## src/rtl/ssd_bus_serializer_if.sv

```systemverilog
// Word-in / beat-out bus between the formatter, the serializer and the flash data lanes.
// Carries the handshake, the parallel width reorderings and the presented beat.
interface ssd_bus_serializer_if;
  logic [15:0] data_in_16;
  logic [15:0] data_in_8;
  logic [15:0] data_in_4;
  logic [15:0] data_in_2;
  logic [15:0] data_in_1;
  logic [2:0]  bus_mode;
  logic        in_valid;
  logic        in_ready;
  logic        bus_hold;
  logic [15:0] dq;
  logic        dq_valid;
  logic        dq_last;

  modport master (
    output data_in_16, data_in_8, data_in_4, data_in_2, data_in_1,
    output bus_mode, in_valid, bus_hold,
    input  in_ready, dq, dq_valid, dq_last
  );

  modport slave (
    input  data_in_16, data_in_8, data_in_4, data_in_2, data_in_1,
    input  bus_mode, in_valid, bus_hold,
    output in_ready, dq, dq_valid, dq_last
  );
endinterface

```

## src/rtl/ssd_bus_serializer.sv

```systemverilog
// Shifts a latched 16-bit word MSB-first onto w lanes over 16/w beats; first beat the cycle after accept.
// One-word holding register gives zero-bubble streaming; in_ready = !holding_full, bus_hold freezes the beat.
module ssd_bus_serializer #(
  parameter int WORD_CNT_W = 16
) (
  input  logic                  clk,
  input  logic                  rst_n,
  input  logic                  flush,
  ssd_bus_serializer_if.slave   bus,
  output logic [WORD_CNT_W-1:0] word_cnt,
  output logic                  err_mode
);

  // Width held as log2(beats): 0=x16 .. 4=x1.
  logic [15:0] s_dat, h_dat, sel_dat;
  logic [2:0]  s_mode, h_mode, sel_mode;
  logic [3:0]  beat, last_idx;
  logic        s_vld, h_full;
  logic        accept, advance, retire, shifter_free;
  logic [4:0]  shamt;

  always_comb begin
    sel_mode = 3'd0;
    sel_dat  = bus.data_in_16;
    case (bus.bus_mode)
      3'd1: begin sel_mode = 3'd1; sel_dat = bus.data_in_8; end
      3'd2: begin sel_mode = 3'd2; sel_dat = bus.data_in_4; end
      3'd3: begin sel_mode = 3'd3; sel_dat = bus.data_in_2; end
      3'd4: begin sel_mode = 3'd4; sel_dat = bus.data_in_1; end
      default: ;
    endcase
  end

  always_comb begin
    last_idx = 4'd15;
    bus.dq   = 16'd0;
    case (s_mode)
      3'd0: begin last_idx = 4'd0; bus.dq = s_dat; end
      3'd1: begin last_idx = 4'd1; bus.dq = {8'd0,  s_dat[15:8]};  end
      3'd2: begin last_idx = 4'd3; bus.dq = {12'd0, s_dat[15:12]}; end
      3'd3: begin last_idx = 4'd7; bus.dq = {14'd0, s_dat[15:14]}; end
      default: begin last_idx = 4'd15; bus.dq = {15'd0, s_dat[15]}; end
    endcase
    if (!s_vld) bus.dq = 16'd0;
  end

  assign shamt        = 5'd16 >> s_mode;
  assign bus.in_ready = !h_full;
  assign bus.dq_valid = s_vld;
  assign bus.dq_last  = s_vld && (beat == last_idx);
  assign accept       = bus.in_valid && !h_full;
  assign advance      = s_vld && !bus.bus_hold;
  assign retire       = advance && bus.dq_last;
  assign shifter_free = !s_vld || retire;

  always_ff @(posedge clk or negedge rst_n) begin
    if (!rst_n) begin
      s_dat    <= 16'd0;
      s_mode   <= 3'd0;
      s_vld    <= 1'b0;
      beat     <= 4'd0;
      h_dat    <= 16'd0;
      h_mode   <= 3'd0;
      h_full   <= 1'b0;
      word_cnt <= '0;
      err_mode <= 1'b0;
    end else if (flush) begin
      // Accept in this cycle is dropped along with everything in flight.
      s_dat    <= 16'd0;
      s_vld    <= 1'b0;
      beat     <= 4'd0;
      h_full   <= 1'b0;
      err_mode <= 1'b0;
    end else begin
      err_mode <= accept && (bus.bus_mode > 3'd4);
      if (retire) word_cnt <= word_cnt + {{(WORD_CNT_W-1){1'b0}}, 1'b1};

      if (shifter_free) begin
        beat <= 4'd0;
        if (h_full) begin
          s_dat  <= h_dat;
          s_mode <= h_mode;
          s_vld  <= 1'b1;
          h_full <= accept;
          if (accept) begin
            h_dat  <= sel_dat;
            h_mode <= sel_mode;
          end
        end else if (accept) begin
          s_dat  <= sel_dat;
          s_mode <= sel_mode;
          s_vld  <= 1'b1;
        end else begin
          s_dat <= 16'd0;
          s_vld <= 1'b0;
        end
      end else begin
        if (advance) begin
          s_dat <= s_dat << shamt;
          beat  <= beat + 4'd1;
        end
        if (accept) begin
          h_dat  <= sel_dat;
          h_mode <= sel_mode;
          h_full <= 1'b1;
        end
      end
    end
  end

endmodule

```

## src/flat_wrapper.sv

```systemverilog
// flat-port wrapper written by rule: the top's interface ports become plain ports
module ssd_bus_serializer_flat 
#(
  parameter int WORD_CNT_W = 16
)
  (clk, rst_n, flush, word_cnt, err_mode, bus_data_in_16, bus_data_in_8, bus_data_in_4, bus_data_in_2, bus_data_in_1, bus_bus_mode, bus_in_valid, bus_bus_hold, bus_in_ready, bus_dq, bus_dq_valid, bus_dq_last);
  ssd_bus_serializer_if bus_i ();
  input  logic clk;
  input  logic rst_n;
  input  logic flush;
  output logic [WORD_CNT_W-1:0] word_cnt;
  output logic err_mode;
  input wire logic [$bits(bus_i.data_in_16)-1:0] bus_data_in_16;
  input wire logic [$bits(bus_i.data_in_8)-1:0] bus_data_in_8;
  input wire logic [$bits(bus_i.data_in_4)-1:0] bus_data_in_4;
  input wire logic [$bits(bus_i.data_in_2)-1:0] bus_data_in_2;
  input wire logic [$bits(bus_i.data_in_1)-1:0] bus_data_in_1;
  input wire logic [$bits(bus_i.bus_mode)-1:0] bus_bus_mode;
  input wire logic [$bits(bus_i.in_valid)-1:0] bus_in_valid;
  input wire logic [$bits(bus_i.bus_hold)-1:0] bus_bus_hold;
  output wire logic [$bits(bus_i.in_ready)-1:0] bus_in_ready;
  output wire logic [$bits(bus_i.dq)-1:0] bus_dq;
  output wire logic [$bits(bus_i.dq_valid)-1:0] bus_dq_valid;
  output wire logic [$bits(bus_i.dq_last)-1:0] bus_dq_last;
  assign bus_i.data_in_16 = bus_data_in_16;
  assign bus_i.data_in_8 = bus_data_in_8;
  assign bus_i.data_in_4 = bus_data_in_4;
  assign bus_i.data_in_2 = bus_data_in_2;
  assign bus_i.data_in_1 = bus_data_in_1;
  assign bus_i.bus_mode = bus_bus_mode;
  assign bus_i.in_valid = bus_in_valid;
  assign bus_i.bus_hold = bus_bus_hold;
  assign bus_in_ready = bus_i.in_ready;
  assign bus_dq = bus_i.dq;
  assign bus_dq_valid = bus_i.dq_valid;
  assign bus_dq_last = bus_i.dq_last;
  ssd_bus_serializer #(.WORD_CNT_W(WORD_CNT_W)) u_core (.clk(clk), .rst_n(rst_n), .flush(flush), .bus(bus_i), .word_cnt(word_cnt), .err_mode(err_mode));
endmodule
```

## config.mk

```make
export PLATFORM = sky130hd
export DESIGN_NAME = ssd_bus_serializer_flat
export DESIGN_NICKNAME = d
export VERILOG_FILES = /design/src/rtl/ssd_bus_serializer_if.sv /design/src/rtl/ssd_bus_serializer.sv /design/src/flat_wrapper.sv
export SDC_FILE = /design/constraint.sdc
export NUM_CORES = 1
export LEC_CHECK = 0
export ABC_CLOCK_PERIOD_IN_PS = 2600
export CAP_MARGIN = 20
export CELL_PAD_IN_SITES_DETAIL_PLACEMENT = 0
export CELL_PAD_IN_SITES_GLOBAL_PLACEMENT = 1
export CORE_MARGIN = 3
export CORE_UTILIZATION = 35
export DETAILED_ROUTE_END_ITERATION = 8
export PLACE_DENSITY_LB_ADDON = 0.1
export SLEW_MARGIN = 5
export SYNTH_ARGS = -nofsm -noshare
export SYNTH_HDL_FRONTEND = slang
export SYNTH_SLANG_ARGS = --single-unit
```

## constraint.sdc

```tcl
create_clock -name clk -period 2.6 [get_ports clk]
set_input_delay 0.39 -clock clk [delete_from_list [all_inputs] [get_ports clk]]
set_output_delay 0.39 -clock clk [all_outputs]
set_load 0.02 [all_outputs]
```

Yosys cells after proc, flatten, opt, wreduce, memory -nomap -nowiden
Index checks and enable logic that the tools add are counted.
Storage, ports and cells
  logic and storage cells: 71
  register bits after elaboration: 61
  output and inout port bits: 36
Cells by class
  shift-type cells: 2
  eq/ne operators: 9
  mux-type cells: 30
  bitwise gates (word level): 1
  add/sub/neg operators: 2
  reduce and logical (&&, ||, !) cells: 17
  magnitude comparators: 1
Operator list (number)
  $mux W16: 9
  $pmux W16 S4: 2
  $add A16 B1 Y16 const B: 1
  $pmux W4 S4: 1
  $shl A16 B5 Y16: 1
  $mux W3: 5
  $eq A3 B2 Y1 const B: 4
  $mux W4: 3
  $pmux W3 S4: 1
  $mux W1: 9
  $eq A3 B1 Y1 const B: 2
  $reduce_bool A3 Y1: 2
  $logic_and A1 B1 Y1: 5
  $shr A5 B3 Y5 const A: 1
  $add A4 B1 Y4 const B: 1
  $eq A4 B4 Y1: 1
  $reduce_and A2 Y1: 2
  $reduce_bool A2 Y1: 2
  $eq A3 B3 Y1 const B: 1
  $gt A3 B3 Y1 const B: 1
  $logic_not A1 Y1: 3
  $logic_not A3 Y1: 1
  $reduce_and A3 Y1: 1
  $ne A2 B1 Y1 const B: 1
  2 further kinds: 2

Longest topological paths before layout
Gate-level depths: netlist (run 1).
  word-level depth: 8
  mapped depth: 8

Worst setup path after synthesis (run 1)
Ideal clock, no wire load.
  path type: register -> output
  from: register u_core.s_mode[0]
  to: output port bus_dq[2]
  data required time: 2.210 ns
  path slack: 0.371 ns
  path buffers: 3
  stages on the path, launching flop included: 8
  data arrival time: 1.839 ns
  cells stage by stage: dfrtp_1 > clkbuf_1 > buf_1 > clkbuf_1 > nand2_1 > a21oi_1 > a31oi_1 > nor2_1
On the way
  word-level cells in the longest chain between the ends: 3
  elaborated cells between the ends (all ways): 6
Ends and longest elaborated chain
  start, declared: line ssd_bus_serializer.sv:16  | logic [2:0] s_mode, h_mode, sel_mode;
  start signal, assigned: line ssd_bus_serializer.sv:82  | s_mode <= h_mode;
  start signal, assigned: line ssd_bus_serializer.sv:91  | s_mode <= sel_mode;
  $eq A3 B2 Y1, or another cell as far along: line ssd_bus_serializer.sv:37  | case (s_mode)
  $pmux W16 S4 *: line ssd_bus_serializer.sv:37
  $mux W16 *: line ssd_bus_serializer.sv:44  | if (!s_vld) bus.dq = 16'd0;
  end, declared: line flat_wrapper.sv:22  | output wire logic [$bits(bus_i.dq)-1:0] bus_dq;
Every way passes the cells marked *; elsewhere a longest branch is shown, timed or not.

Final worst setup path (run 1)
  from: register u_core.s_mode[0]
  to: output port bus_dq[1]
Same word-level chain as after synthesis.

==> results of run 1 <==
[cell usage after synthesis (12+ instances only)]
cell / number / share of area
a21oi_1: 22 / 0.025
a32o_1: 15 / 0.034
clkbuf_1: 25 / 0.021
dfrtp_1: 61 / 0.34
mux2i_1: 29 / 0.065
nand2_1: 51 / 0.043
nand2b_1: 12 / 0.017
nand3_1: 21 / 0.023
nor2_1: 23 / 0.019
o21ai_0: 17 / 0.019
[report_power, final]
group          switching [W]  internal, W
Clock               0.000404     0.000783
Sequential          0.000205      0.00115
Combinational       0.000901     0.000872
Total                0.00151      0.00280
[registers in the layout, summed over array words and instances, names as in the netlist]
name	cells
u_core.word_cnt	16
u_core.err_mode	1
u_core.s_mode	3
u_core.bus.dq_valid	1
u_core.h_dat	16
u_core.h_full	1
u_core.h_mode	3
u_core.s_dat	16
u_core.beat	4
[stage by stage]
step	util	total power [W]	hold WS (ps)	area [um2]	instances
after CTS	0.5206	0.004308	260.8	6384	796
after global placement	0.4957	0.003081	457.1	6078	781
after detailed placement	0.4957	0.003098	456.5	6078	781
after floorplan	-	0.002410	94.41	4478	491
after global routing	0.5237	0.004574	308.6	6421	797
final	0.5237	0.004313	232.0	6421	797
[worst max-delay path, stage by stage, from the launching register on]
cell and delay (ps):
dfrtp_2 430, buf_12 180, mux4_2 510, and3_1 200
clkdlybuf4s50_1 540
[area by class of cell]
type / instances / area (um2)
fillers: 1177 / 5841
inverters: 7 / 26.28
multi-input cells: 383 / 2758
repair buffers: 163 / 1599
well taps: 168 / 210.2
clock inverters: 4 / 47.55
flip-flops and latches: 61 / 1528
clock buffers: 11 / 252.7
[routing by layer]
layer | global-route usage | vias up | part of all wire
met5 | 0 | - | 0
met4 | 0.05286 | 0 | 0.014
li1 | - | 2138 | -
met2 | 0.2861 | 182 | 0.42
met3 | 0.04321 | 17 | 0.076
met1 | 0.2969 | 2068 | 0.49
[what timing repair did]
action / 4_1_cts / 5_1_grt
resized for setup: 3 / 5
setup endpoints to repair: 9 / 11
cloned: 0 / 1
[final timing paths]
path / endpoint
max in group asynchronous: u_core.s_mode[0]
worst min-delay path: u_core.h_dat[11]
worst max register to register: u_core.h_dat[4]
worst max-delay path: bus_dq[1]
min in group clk: u_core.word_cnt[15]
worst min register to register: u_core.word_cnt[15]
[kinds of logic after synthesis]
logic type	Yosys count
AND/OR/NAND/NOR	159
AO/OA/AOI/OAI	157
flip-flops	61
buffers and inverters	47
multiplexers	43
XOR/XNOR	22
adder cells (fa/ha/maj)	2
==> flow_metrics.tcl, run 1 <==
set metrics [dict create \
    grt_remaining_overflow 0 \
    gp_congestion 0.8289 \
    drt_iter0_markers 444 \
    cts_buffers 9 \
    cp_data_arrival_time_ps 2170 \
    clock.fmax_mhz 390.1 \
    rsz0062_at_grt "false" \
    final_common_cell "clkdlybuf4s50_1" \
    synth-adder-area-share 0.005588 \
    power.density_mw_per_mm2 671.7 \
    antenna_found_initial 0 \
    io_pins 124 \
    dieArea_mm2 0.01419 \
    synth-edff-count 0 \
    setup.worst_path.start "u_core.s_mode[0]" \
    syn-cell-area_mm2 0.004478 \
    final_net_count 715 \
    syn_nets 581 \
    worstMarginPinSlew_ps 787.1 \
    synth_xor_area_frac 0.04303 \
    cap_violations 0 \
    ys_seq_area_frac 0.3409 \
    grt_usage 0.1981 \
    fin_crit_sh 0.9861 \
    vias 4405 \
    totalNegativeSetupSlack_ps 0 \
    die_y_um 119.1 \
    worstReg2RegStart "u_core.s_mode[0]" \
    drc 0 \
    crit_type "flop to output pin" \
    yosys.area_share.simple 0.1841 \
    leakagePower_nw 2.624 \
    grt_max_degree 62 \
    antenna_cells 0 \
    clockBufferDepth 2 \
    rrSetupSlack_ps 150 \
    layout_common_cells "clkdlybuf4s50_1, dfrtp_1, nand2_1, buf_4, mux2i_1" \
    setup_ws_ps 36.23 \
    core_area_mm2 0.01226 \
    drtPass1Iterations 7 \
    finalCriticalPeriod_ps 2564 \
    synth-seq-cells 61 \
    dpl_worst_slack_ps 40.73 \
    ir_drop_mv 0.3514 \
    cts_tree "yes" \
    synth-compound-area-share 0.2755 \
    finalWirelength_um 14120 \
    cp_max_fo 19 \
    start_kind "flop" \
    cts.clk_slew.worst_paths_ps 50 \
    ys_warn_count 0 \
    io_buffers 123 \
    muxShareOfSynthArea 0.1051 \
    wire_per_inst_um 17.71 \
    syn_area_per_cell_um2 9.120 \
    hold_class "input port to asynchronous set/reset pin" \
    ys_types 70 \
    vias_per_cell 5.527 \
    worstPathRequired_ps 2210 \
    slew_viol_final 0 \
    synthArstFlopShare 1.000 \
    cts_setup_buffers 0 \
    start_util 0.3652 \
    finClkSkew_ps 5.353 \
    reg2reg_depth 7 \
    ant_nets 0 \
    place_hpwl_um 10870 \
    area_growth_pct 43.39 \
    status "complete, no violations" \
    crit_path_end_kind "output pin" \
    cts_hold_buf 0 \
    synthCells 491 \
    synthFlopType "dfrtp_1" \
    max_slew_margin 0.4753 \
    die_w_um 119.1 \
    htreeDepth 3 \
    cts_num_sinks 61 \
    insertion_delay_ps 330 \
    setup_viol 0 \
    cts_root_buffer "clkbuf_16" \
    grt_pass1_vias 4335 \
    grt_pass1_wl_um 22980 \
    synth_top_family_by_area "compound AO/OA/AOI/OAI gates" \
    drive_above_1_share 0.1335 \
    hold_viol 0 \
    rows 40 \
]
Power figures use the tool's default switching activity.
==> run 2: changes to the inputs <==
Settings changed: SLEW_MARGIN 5 to 20.
==> results of run 2 <==
No change in the layout: final DEF, timing and power equal those of run 1.
==> run 3: changes to the inputs <==
Settings changed: ABC_AREA set to 1, CORE_UTILIZATION 35 to 34, GPL_TIMING_DRIVEN set to 0.
==> flow_metrics.tcl, run 3 <==
set metrics [dict create \
    status "complete, no violations" \
    finalCriticalPeriod_ps 2499 \
    wire_per_inst_um 15.54 \
    final.fill_count 1451 \
    drive_above_1_share 0.08499 \
    hold_viol 0 \
    cts.clk_slew.worst_paths_ps 60 \
    synthFlopType "dfrtp_1" \
    antenna_found_initial 0 \
    synthCells 766 \
    multi_input_area_mm2 0.002864 \
    drt_iter0_markers 567 \
    worstMarginPinSlew_ps 610.4 \
    ys_seq_area_frac 0.3190 \
    yosysTopAreaCell "dfrtp_1" \
    reg2reg_depth 11 \
    ant_nets 0 \
    syn_area_per_cell_um2 6.248 \
    hold_path_depth 3 \
    clock.fmax_mhz 400.2 \
    synthArstFlopShare 1.000 \
    syn-cell-area_mm2 0.004786 \
    top_regs "u_core.h_dat (16), u_core.s_dat (16), u_core.word_cnt (16)" \
    syn_nets 856 \
    setup_ws_ps 101.4 \
    rrSetupSlack_ps 320 \
    insertion_delay_ps 330 \
    worstReg2RegStart "u_core.s_mode[2]" \
    grt_remaining_overflow 0 \
    rsz0062_at_grt "false" \
    final_net_count 991 \
    gp_congestion 0.9067 \
    synth_top_area_share 0.3190 \
    cp_max_fo 10 \
    grt_pass1_vias 5487 \
    ys_warn_count 0 \
    io_buffers 122 \
    crit_type "flop to output pin" \
    place_hpwl_um 13670 \
    start_kind "flop" \
    slew_viol_final 0 \
    synthTopCellsByCount "nand2_1, nand3_1, nor2_1, dfrtp_1, inv_1" \
    yosysMostFrequentCell "nand2_1" \
    core_area_mm2 0.01351 \
    grt_usage 0.2164 \
    grt_max_degree 45 \
    cts_buffers 9 \
    start_util 0.3544 \
    drtPass1Iterations 7 \
    clockBufferDepth 2 \
    cts_root_buffer "clkbuf_16" \
    die_y_um 124.6 \
    setup_viol 0 \
    synth-seq-cells 61 \
    crit_path_end_kind "output pin" \
    synthTopCellsByArea "dfrtp_1, nand2_1, nand3_1" \
    regArea_mm2 0.001528 \
    die_w_um 124.6 \
    final_common_cell "nand2_1" \
    power.density_mw_per_mm2 611.8 \
    fin_area_mm2 0.006625 \
    vias_per_cell 5.106 \
    grt_pass1_wl_um 27860 \
    synth-edff-count 0 \
    utilization 0.4906 \
    dieArea_mm2 0.01554 \
    cts_tree "yes" \
    layout_common_cells "nand2_1, nand3_1, clkdlybuf4s50_1, nor2_1, dfrtp_1" \
    holdPathEnd "u_core.err_mode" \
    antenna_cells 0 \
    htreeDepth 3 \
    hold_class "input port to flop" \
    cp_data_arrival_time_ps 2110 \
    leakagePower_nw 3.203 \
    max_slew_margin 0.5931 \
    min_from "bus_bus_mode[2]" \
    vias 5525 \
    finalWirelength_um 16810 \
    dpl_worst_slack_ps -322.6 \
    area_growth_pct 38.43 \
    cap_violations 0 \
    io_pins 124 \
    fin_crit_sh 0.9610 \
    cts_num_sinks 61 \
    reg2reg_to "u_core.s_dat[10]" \
    totalPowerFinal_w 0.004053 \
    drc 0 \
    dpl_cell_area_mm2 0.006252 \
    ir_drop_mv 0.3219 \
    worstPathRequired_ps 2210 \
    ys_types 35 \
    rows 42 \
    finClkSkew_ps 7.035 \
]
==> run 3: changes by cell type after synthesis, sizes merged, moves of 16 or more <==
cell,previous run,this run
inv,6,63
o21ai,18,51
nor2,23,79
nand2,51,270
clkbuf,25,9
mux2i,29,0
nand3,22,130
==> run 3: area by class of cell <==
cell class | count | area share
sequential | 61 | 0.2306
clock inverter | 6 | 0.01681
timing repair buffer | 125 | 0.1885
clock buffer | 10 | 0.03456
buffer | 32 | 0.02720
tap | 176 | 0.03324
inverter | 64 | 0.03683
multi-input combinational | 608 | 0.4323
==> run 3: worst max path at each step <==
stage / from / endpoint
3_5_place_dp: u_core.s_mode[2] / bus_dq[0]
6_report: u_core.s_mode[2] / bus_dq[0]
4_1_cts: u_core.s_mode[2] / bus_dq_last
2_1_floorplan: u_core.s_mode[2] / bus_dq[0]
5_1_grt: u_core.s_mode[2] / bus_dq[0]
3_3_place_gp: rst_n / u_core.word_cnt[12]
==> run 3: what timing repair did <==
item | CTS | global route
hold buffers | 1 | 0
gates cloned | 0 | 0
setup endpoints to repair | 17 | 3
endpoints found under the hold margin | 17 | 0
pin swaps | 1 | 0
resized for setup | 25 | 4
buffers inserted | 1 | 0
==> run 3: metal layers <==
layer / share of wire / vias to the layer above / GRT usage
met5: 0 / - / 0
met1: 0.46 / 2513 / 0.2867
met3: 0.064 / 23 / 0.04846
met2: 0.45 / 209 / 0.3518
met4: 0.021 / 0 / 0.06770
li1: - / 2780 / -
==> run 3: through the flow <==
stage	std cells	hold WS, ps	setup TNS [ps]
after detailed placement	1065	285.9	-480.0
after global placement	1064	475.1	-55870
final	1082	462.2	0
after floorplan	766	94.41	0
after CTS	1083	449.9	0
after global routing	1082	488.8	0
==> run 3: logic make-up after synthesis <==
kind of cell	after synthesis	share of synthesized area
XOR/XNOR	16	0.02928
adder cells (fa/ha/maj)	2	0.005228
AND/OR/NAND/NOR	513	0.4685
buffers and inverters	97	0.08863
AO/OA/AOI/OAI	77	0.08941
flip-flops	61	0.3190
==> run 3: where the power goes <==
group	internal [W]	switching [W]
Combinational	0.000515	0.000927
Clock	0.000936	0.000433
Sequential	0.00111	0.000133
Total	0.00256	0.00149
==> run 3: worst max-delay path: stages (launching register included) <==
cell and delay (ps):
dfrtp_2 450, buf_4 210, nor2_4 200, nand2_4 150, inv_4 180, a22oi_1 100, a41oi_2 190, clkdlybuf4s15_2 290
